--- config.mk ---
export PLATFORM = sky130hd
export DESIGN_NAME = axis_packetizer_flat
export DESIGN_NICKNAME = d
export VERILOG_FILES = /design/src/rtl/axis_pkg.sv /design/src/rtl/axis_if.sv /design/src/rtl/axis_skid_buf.sv /design/src/rtl/axis_packetizer.sv /design/src/flat_wrapper.sv
export SDC_FILE = /design/constraint.sdc
export NUM_CORES = 1
export LEC_CHECK = 0
export ABC_AREA = 0
export CAP_MARGIN = 5
export CORE_MARGIN = 2
export CORE_UTILIZATION = 51
export DETAILED_ROUTE_END_ITERATION = 16
export GPL_TIMING_DRIVEN = 1
export HOLD_SLACK_MARGIN = 0.08
export PLACE_DENSITY = 0.79
export SYNTH_ARGS = -nofsm -noshare
export SYNTH_HDL_FRONTEND = slang
export SYNTH_SLANG_ARGS = --single-unit
--- constraint.sdc ---
create_clock -name clk -period 4.3 [get_ports clk]
set_input_delay 1.075 -clock clk [delete_from_list [all_inputs] [get_ports clk]]
set_output_delay 1.075 -clock clk [all_outputs]
set_load 0.03 [all_outputs]
--- src/rtl/axis_pkg.sv ---
// Shared types and constants for the AXI-Stream framing stages.
package axis_pkg;

    typedef enum logic {IDLE, IN_PKT} pkt_state_t;

    localparam int PKT_CNT_W = 16;

    // A zero length still yields a one-beat packet; overlong lengths saturate.
    function automatic int unsigned clamp_len(input int unsigned len, input int unsigned max_len);
        if (len == 0)
            return 1;
        else if (len > max_len)
            return max_len;
        else
            return len;
    endfunction

endpackage

--- src/rtl/axis_if.sv ---
// AXI-Stream bundle; the slave side carries no TLAST because the packetizer generates it.
interface axis_if #(
    parameter int WIDTH = 8
);
    logic [WIDTH-1:0] tdata;
    logic             tvalid;
    logic             tready;
    logic             tlast;

    modport master (output tdata, output tvalid, output tlast, input tready);
    modport slave  (input tdata, input tvalid, output tready);
endinterface

--- src/rtl/axis_skid_buf.sv ---
// Two-entry registered slice: both ready and valid come straight from flops,
// so no combinational path crosses from out_ready to in_ready.
module axis_skid_buf #(
    parameter int WIDTH = 9
) (
    input  logic             clk,
    input  logic             rst,
    input  logic [WIDTH-1:0] in_data,
    input  logic             in_valid,
    output logic             in_ready,
    output logic [WIDTH-1:0] out_data,
    output logic             out_valid,
    input  logic             out_ready
);
    logic [WIDTH-1:0] head_reg, head_next;
    logic [WIDTH-1:0] tail_reg, tail_next;
    logic [1:0]       count_reg, count_next;
    logic             ready_reg;
    logic             push, pop;

    assign push      = in_valid & ready_reg;
    assign pop       = (count_reg != 2'd0) & out_ready;
    assign in_ready  = ready_reg;
    assign out_valid = (count_reg != 2'd0);
    assign out_data  = head_reg;

    always_comb begin
        head_next  = head_reg;
        tail_next  = tail_reg;
        count_next = count_reg;
        unique case ({push, pop})
            2'b10: begin
                if (count_reg == 2'd0)
                    head_next = in_data;
                else
                    tail_next = in_data;
                count_next = count_reg + 2'd1;
            end
            2'b01: begin
                head_next  = tail_reg;
                count_next = count_reg - 2'd1;
            end
            2'b11: begin
                // Head leaves while a new word arrives; order is kept by shifting tail forward.
                if (count_reg == 2'd1) begin
                    head_next = in_data;
                end else begin
                    head_next = tail_reg;
                    tail_next = in_data;
                end
            end
            default: ;
        endcase
    end

    always_ff @(posedge clk) begin
        if (rst) begin
            head_reg  <= '0;
            tail_reg  <= '0;
            count_reg <= 2'd0;
            ready_reg <= 1'b0;
        end else begin
            head_reg  <= head_next;
            tail_reg  <= tail_next;
            count_reg <= count_next;
            ready_reg <= (count_next != 2'd2);
        end
    end

endmodule

--- src/rtl/axis_packetizer.sv ---
// Cuts an unframed beat stream into packets of cfg_len beats and tags TLAST,
// with the output side fully registered through a skid buffer.
module axis_packetizer
    import axis_pkg::*;
#(
    parameter  int WIDTH    = 8,
    parameter  int MAX_LEN  = 16,
    localparam int LENWIDTH = $clog2(MAX_LEN + 1)
) (
    input  logic                 clk,
    input  logic                 rst,
    input  logic [LENWIDTH-1:0]  cfg_len,
    axis_if.slave                s_axis,
    axis_if.master               m_axis,
    output logic                 pkt_done,
    output logic [PKT_CNT_W-1:0] pkt_count
);
    typedef struct packed {
        logic             last;
        logic [WIDTH-1:0] data;
    } axis_beat_t;

    pkt_state_t           state_reg, state_next;
    logic [LENWIDTH-1:0]  beat_cnt_reg, beat_cnt_next;
    logic [LENWIDTH-1:0]  len_q_reg, len_q_next;
    logic [LENWIDTH-1:0]  len_cfg;
    logic                 pkt_done_reg;
    logic [PKT_CNT_W-1:0] pkt_count_reg;
    logic                 s_ready;
    logic                 accept;
    logic                 tag_last;
    axis_beat_t           in_beat, out_beat;

    assign len_cfg = LENWIDTH'(clamp_len(int'(cfg_len), MAX_LEN));
    assign accept  = s_axis.tvalid & s_ready;

    always_comb begin
        state_next    = state_reg;
        beat_cnt_next = beat_cnt_reg;
        len_q_next    = len_q_reg;
        tag_last      = 1'b0;
        if (accept) begin
            unique case (state_reg)
                IDLE: begin
                    len_q_next    = len_cfg;
                    beat_cnt_next = LENWIDTH'(1);
                    if (len_cfg == LENWIDTH'(1))
                        tag_last = 1'b1;
                    else
                        state_next = IN_PKT;
                end
                IN_PKT: begin
                    if (beat_cnt_reg == len_q_reg - LENWIDTH'(1)) begin
                        tag_last      = 1'b1;
                        beat_cnt_next = '0;
                        state_next    = IDLE;
                    end else begin
                        beat_cnt_next = beat_cnt_reg + LENWIDTH'(1);
                    end
                end
                default: state_next = IDLE;
            endcase
        end
    end

    always_ff @(posedge clk) begin
        if (rst) begin
            state_reg     <= IDLE;
            beat_cnt_reg  <= '0;
            len_q_reg     <= '0;
            pkt_done_reg  <= 1'b0;
            pkt_count_reg <= '0;
        end else begin
            state_reg     <= state_next;
            beat_cnt_reg  <= beat_cnt_next;
            len_q_reg     <= len_q_next;
            pkt_done_reg  <= accept & tag_last;
            pkt_count_reg <= pkt_count_reg + PKT_CNT_W'(accept & tag_last);
        end
    end

    assign in_beat.last = tag_last;
    assign in_beat.data = s_axis.tdata;

    axis_skid_buf #(
        .WIDTH(WIDTH + 1)
    ) u_skid (
        .clk      (clk),
        .rst      (rst),
        .in_data  (in_beat),
        .in_valid (s_axis.tvalid),
        .in_ready (s_ready),
        .out_data (out_beat),
        .out_valid(m_axis.tvalid),
        .out_ready(m_axis.tready)
    );

    assign s_axis.tready = s_ready;
    assign m_axis.tdata  = out_beat.data;
    assign m_axis.tlast  = out_beat.last;
    assign pkt_done      = pkt_done_reg;
    assign pkt_count     = pkt_count_reg;

endmodule

--- src/flat_wrapper.sv ---
// flat-port wrapper written by rule: the top's interface ports become plain ports
module axis_packetizer_flat import axis_pkg::*;
#(
    parameter  int WIDTH    = 8,
    parameter  int MAX_LEN  = 16,
    localparam int LENWIDTH = $clog2(MAX_LEN + 1)
)
  (clk, rst, cfg_len, pkt_done, pkt_count, s_axis_tdata, s_axis_tvalid, s_axis_tready, m_axis_tdata, m_axis_tvalid, m_axis_tlast, m_axis_tready);
  axis_if #(.WIDTH(WIDTH)) s_axis_i ();
  axis_if #(.WIDTH(WIDTH)) m_axis_i ();
  input  logic clk;
  input  logic rst;
  input  logic [LENWIDTH-1:0] cfg_len;
  output logic pkt_done;
  output logic [PKT_CNT_W-1:0] pkt_count;
  input wire logic [$bits(s_axis_i.tdata)-1:0] s_axis_tdata;
  input wire logic [$bits(s_axis_i.tvalid)-1:0] s_axis_tvalid;
  output wire logic [$bits(s_axis_i.tready)-1:0] s_axis_tready;
  output wire logic [$bits(m_axis_i.tdata)-1:0] m_axis_tdata;
  output wire logic [$bits(m_axis_i.tvalid)-1:0] m_axis_tvalid;
  output wire logic [$bits(m_axis_i.tlast)-1:0] m_axis_tlast;
  input wire logic [$bits(m_axis_i.tready)-1:0] m_axis_tready;
  assign s_axis_i.tdata = s_axis_tdata;
  assign s_axis_i.tvalid = s_axis_tvalid;
  assign s_axis_tready = s_axis_i.tready;
  assign m_axis_tdata = m_axis_i.tdata;
  assign m_axis_tvalid = m_axis_i.tvalid;
  assign m_axis_tlast = m_axis_i.tlast;
  assign m_axis_i.tready = m_axis_tready;
  axis_packetizer #(.WIDTH(WIDTH), .MAX_LEN(MAX_LEN)) u_core (.clk(clk), .rst(rst), .cfg_len(cfg_len), .s_axis(s_axis_i), .m_axis(m_axis_i), .pkt_done(pkt_done), .pkt_count(pkt_count));
endmodule
==> flow_summary_export.csv <==
group,metric,value,unit
run_status,status,"finished clean",
clock_network,cts_made_buffers,5,
floorplanning,die_h,71.5,µm
global_routing,grt_pass1_vias,1820,
yosys,synthesis.area,2320,µm²
worst_setup_path,crit_type,"in -> reg",
yosys,syn_inst,261,
worst_setup_path,cp_max_fo,6,
clock_network,tritoncts,"yes",
global_routing,overflow,0,
clock_network,insertion_delay,300,ps
worst_setup_path,cp.required,4530,ps
power,power_density,318,nW/µm²
worst_hold_path,min_path_type,"reg -> reg",
floorplanning,die_area,5110,µm²
worst_setup_path,rr_startpoint,"u_core.len_q_reg[0]",
routing,drt_iter0_drc,76,
clock_network,clockRootBuffer,"clkbuf_8",
routing,totalWireLength,4850,µm
clock_network,cts.sinks,49,
cells_and_area,drive_above_1_share,0.0459,
clock_network,cts.clk_slew.worst_paths,90,ps
routing,dr.pass1.iters,4,
clock_network,post_cts_buffers,0,
yosys,ys_seq_elements,49,
global_routing,antenna_found_initial,0,
cells_and_area,largest_register_ffs,16,
timing,slew_viol_final,0,
floorplanning,initial_core_util,0.529,
worst_setup_path,worstPathArrival,3630,ps
worst_setup_path,crit_end,"u_core.pkt_count[15]",
placed_design,place.gp.congestion,0.838,
cells_and_area,nNetsFinal,330,
routing,viasPerCell,5.56,
power,p_leak,0.00112,µW
timing,finalSetupTns,0,ps
worst_setup_path,worstSetupStartpointType,"input pin",
yosys,synth_ff_type,"dfxtp_1",
routing,drcViolationCount,0,
worst_setup_path,end_kind,"flop",
floorplanning,core_area,4380,µm²
worst_setup_path,crit_start,"cfg_len[4]",
yosys,synth.distinct_cells,45,
floorplanning,core.rowCount,24,
timing,min_period_over_period,0.791,
timing,fin_skew,6.45,ps
power,ir_drop,0.225,mV
placed_design,portBuffers,44,
timing,fin_crit,3400,ps
routing,antenna_left,0,
clock_network,cts-htree-levels,2,
timing,fmax,0.294,GHz
worst_setup_path,reg2reg_to,"u_core.pkt_count[15]",
yosys,synthArstFlopShare,0,
routing,routed-via-count,1984,
clock_network,cts_hold_buf,0,
cells_and_area,areaGrowthSynthToFinish,24.6,%
worst_setup_path,r2r_slack,1380,ps
cells_and_area,diodes,0,
clock_network,cts_buffer_depth,2,
clock_network,cts-resized-gates,0,
routing,wire_per_inst,13.6,µm
yosys,synth_edf_count,0,
worst_hold_path,hold_path_depth,2,
yosys,syn_area_per_cell,8.89,µm²
global_routing,grt_usage,0.197,
placed_design,dp.cells,349,
timing,rsz0062_at_grt,"no",
yosys,synthesis.nets,287,
cells_and_area,stdcell_count,357,
global_routing,grt_start_max_net_pins,44,
floorplanning,chipWidth,71.5,µm
placed_design,dpl.hpwl,3400,µm
flow_run,cap_violations,0,
timing,setup_violations,0,
timing,tightest_slew,731,ps
timing,relSlewSlack,0.509,
timing,hold_viol,0,
global_routing,grt_pass1_wl,8160,µm
yosys,yosysSeqAreaShare,0.423,
worst_setup_path,rr_worst_depth,11,
yosys,yosys_warnings,0,
floorplanning,top_level_ports,45,
## cells by family (layout without fill, tap and decap cells)
family          after synthesis  in the layout  share of synthesized area
fa+ha+maj                     9              9                     0.0485
compound gates               50             50                      0.152
buf+inv                      23             67                     0.0377
simple gates                104            104                      0.230
flops                        49             49                      0.423
mux                           9              9                     0.0388
xor+xnor                     17             17                     0.0701
## per-layer routing
metal / global-route usage / routed length [µm] / vias up
met5: 0 / 0 / -
met4: 0.0608 / 78 / 0
met3: 0.0506 / 268 / 7
met2: 0.308 / 2200 / 44
met1: 0.270 / 2310 / 918
li1: - / - / 1015
## cell usage in the layout (no fill, tap or decap), types with 2 or more instances in the layout
cell             instances
dfxtp_1                 49
clkdlybuf4s50_1         44
nor2_1                  34
nand2_1                 19
inv_1                   13
a21oi_1                 12
nand3_1                 11
mux2i_1                  9
ha_1                     9
xnor2_1                  8
xor2_1                   8
a22oi_1                  8
a211oi_1                 8
nor3_1                   5
clkbuf_8                 5
nor4_1                   4
o21ai_0                  4
and4_1                   4
nand2b_1                 4
nand3b_1                 4
or3_1                    4
nand4_1                  4
nor2b_1                  3
o32ai_1                  3
o31ai_1                  3
a21o_1                   2
or4_1                    2
buf_4                    2
## how the worst min path moves through the flow
stage / slack, ps / endpoint / start
3_3_place_gp: 470 / u_core.len_q_reg[4] / u_core.len_q_reg[4]
5_1_grt: 520 / u_core.u_skid.out_data[1] / u_core.u_skid.out_data[1]
4_1_cts: 490 / u_core.len_q_reg[4] / u_core.len_q_reg[4]
3_5_place_dp: 480 / u_core.u_skid.tail_reg[8] / u_core.u_skid.tail_reg[8]
2_1_floorplan: 450 / u_core.len_q_reg[4] / u_core.len_q_reg[4]
6_report: 490 / u_core.len_q_reg[4] / u_core.len_q_reg[4]
## metrics by stage
step | power (µW) | setup slack, ps | util | hold WS (ps) | area [µm²]
global route | 966 | 606 | 0.660 | 520 | 2890
finish | 921 | 900 | 0.660 | 488 | 2890
detailed placement | 659 | 564 | 0.639 | 475 | 2800
CTS | 933 | 888 | 0.660 | 494 | 2890
global placement | 656 | 688 | 0.639 | 473 | 2800
floorplan | 600 | 1500 | - | 449 | 2320
## worst max-delay path: stages
cell,delay [ps]
clkdlybuf4s50_1,480
nor4_1,440
o21ai_0,250
nor2_1,140
ha_1,180
nand3_1,200
nand2b_1,280
or4_1,420
a21oi_1,160
## where the power goes
part,leakage (µW),internal [µW],switching [µW]
logic,0.000674,69.3,89.6
clock network,0.0000445,116,157
registers,0.000399,474,15.1
## final cells by class
cell class | instances | area (µm²)
fill | 399 | 1490
multi-input combinational | 189 | 1250
sequential | 49 | 981
timing repair buffer | 46 | 455
clock buffer | 5 | 68.8
tap | 52 | 65.1
inverter | 13 | 48.8
clock inverter | 3 | 21.3
## cell usage after synthesis (2+ instances only)
cell | instances | area share
o21ai_0 | 4 | 0.0086
and4_1 | 4 | 0.015
xnor2_1 | 8 | 0.030
nand2b_1 | 4 | 0.011
mux2i_1 | 9 | 0.039
o32ai_1 | 3 | 0.011
nor2_1 | 34 | 0.055
ha_1 | 9 | 0.049
dfxtp_1 | 49 | 0.42
nor4_1 | 4 | 0.011
or4_1 | 2 | 0.0065
nor3_1 | 5 | 0.011
or3_1 | 4 | 0.011
nand3b_1 | 4 | 0.013
a21o_1 | 2 | 0.0065
a22oi_1 | 8 | 0.026
nand3_1 | 11 | 0.024
a21oi_1 | 12 | 0.026
nor2b_1 | 3 | 0.0081
a211oi_1 | 8 | 0.026
xor2_1 | 8 | 0.030
clkbuf_1 | 8 | 0.013
inv_1 | 13 | 0.021
nand2_1 | 19 | 0.031
o31ai_1 | 3 | 0.0097
nand4_1 | 4 | 0.011
(Power assumes the default switching activity.)
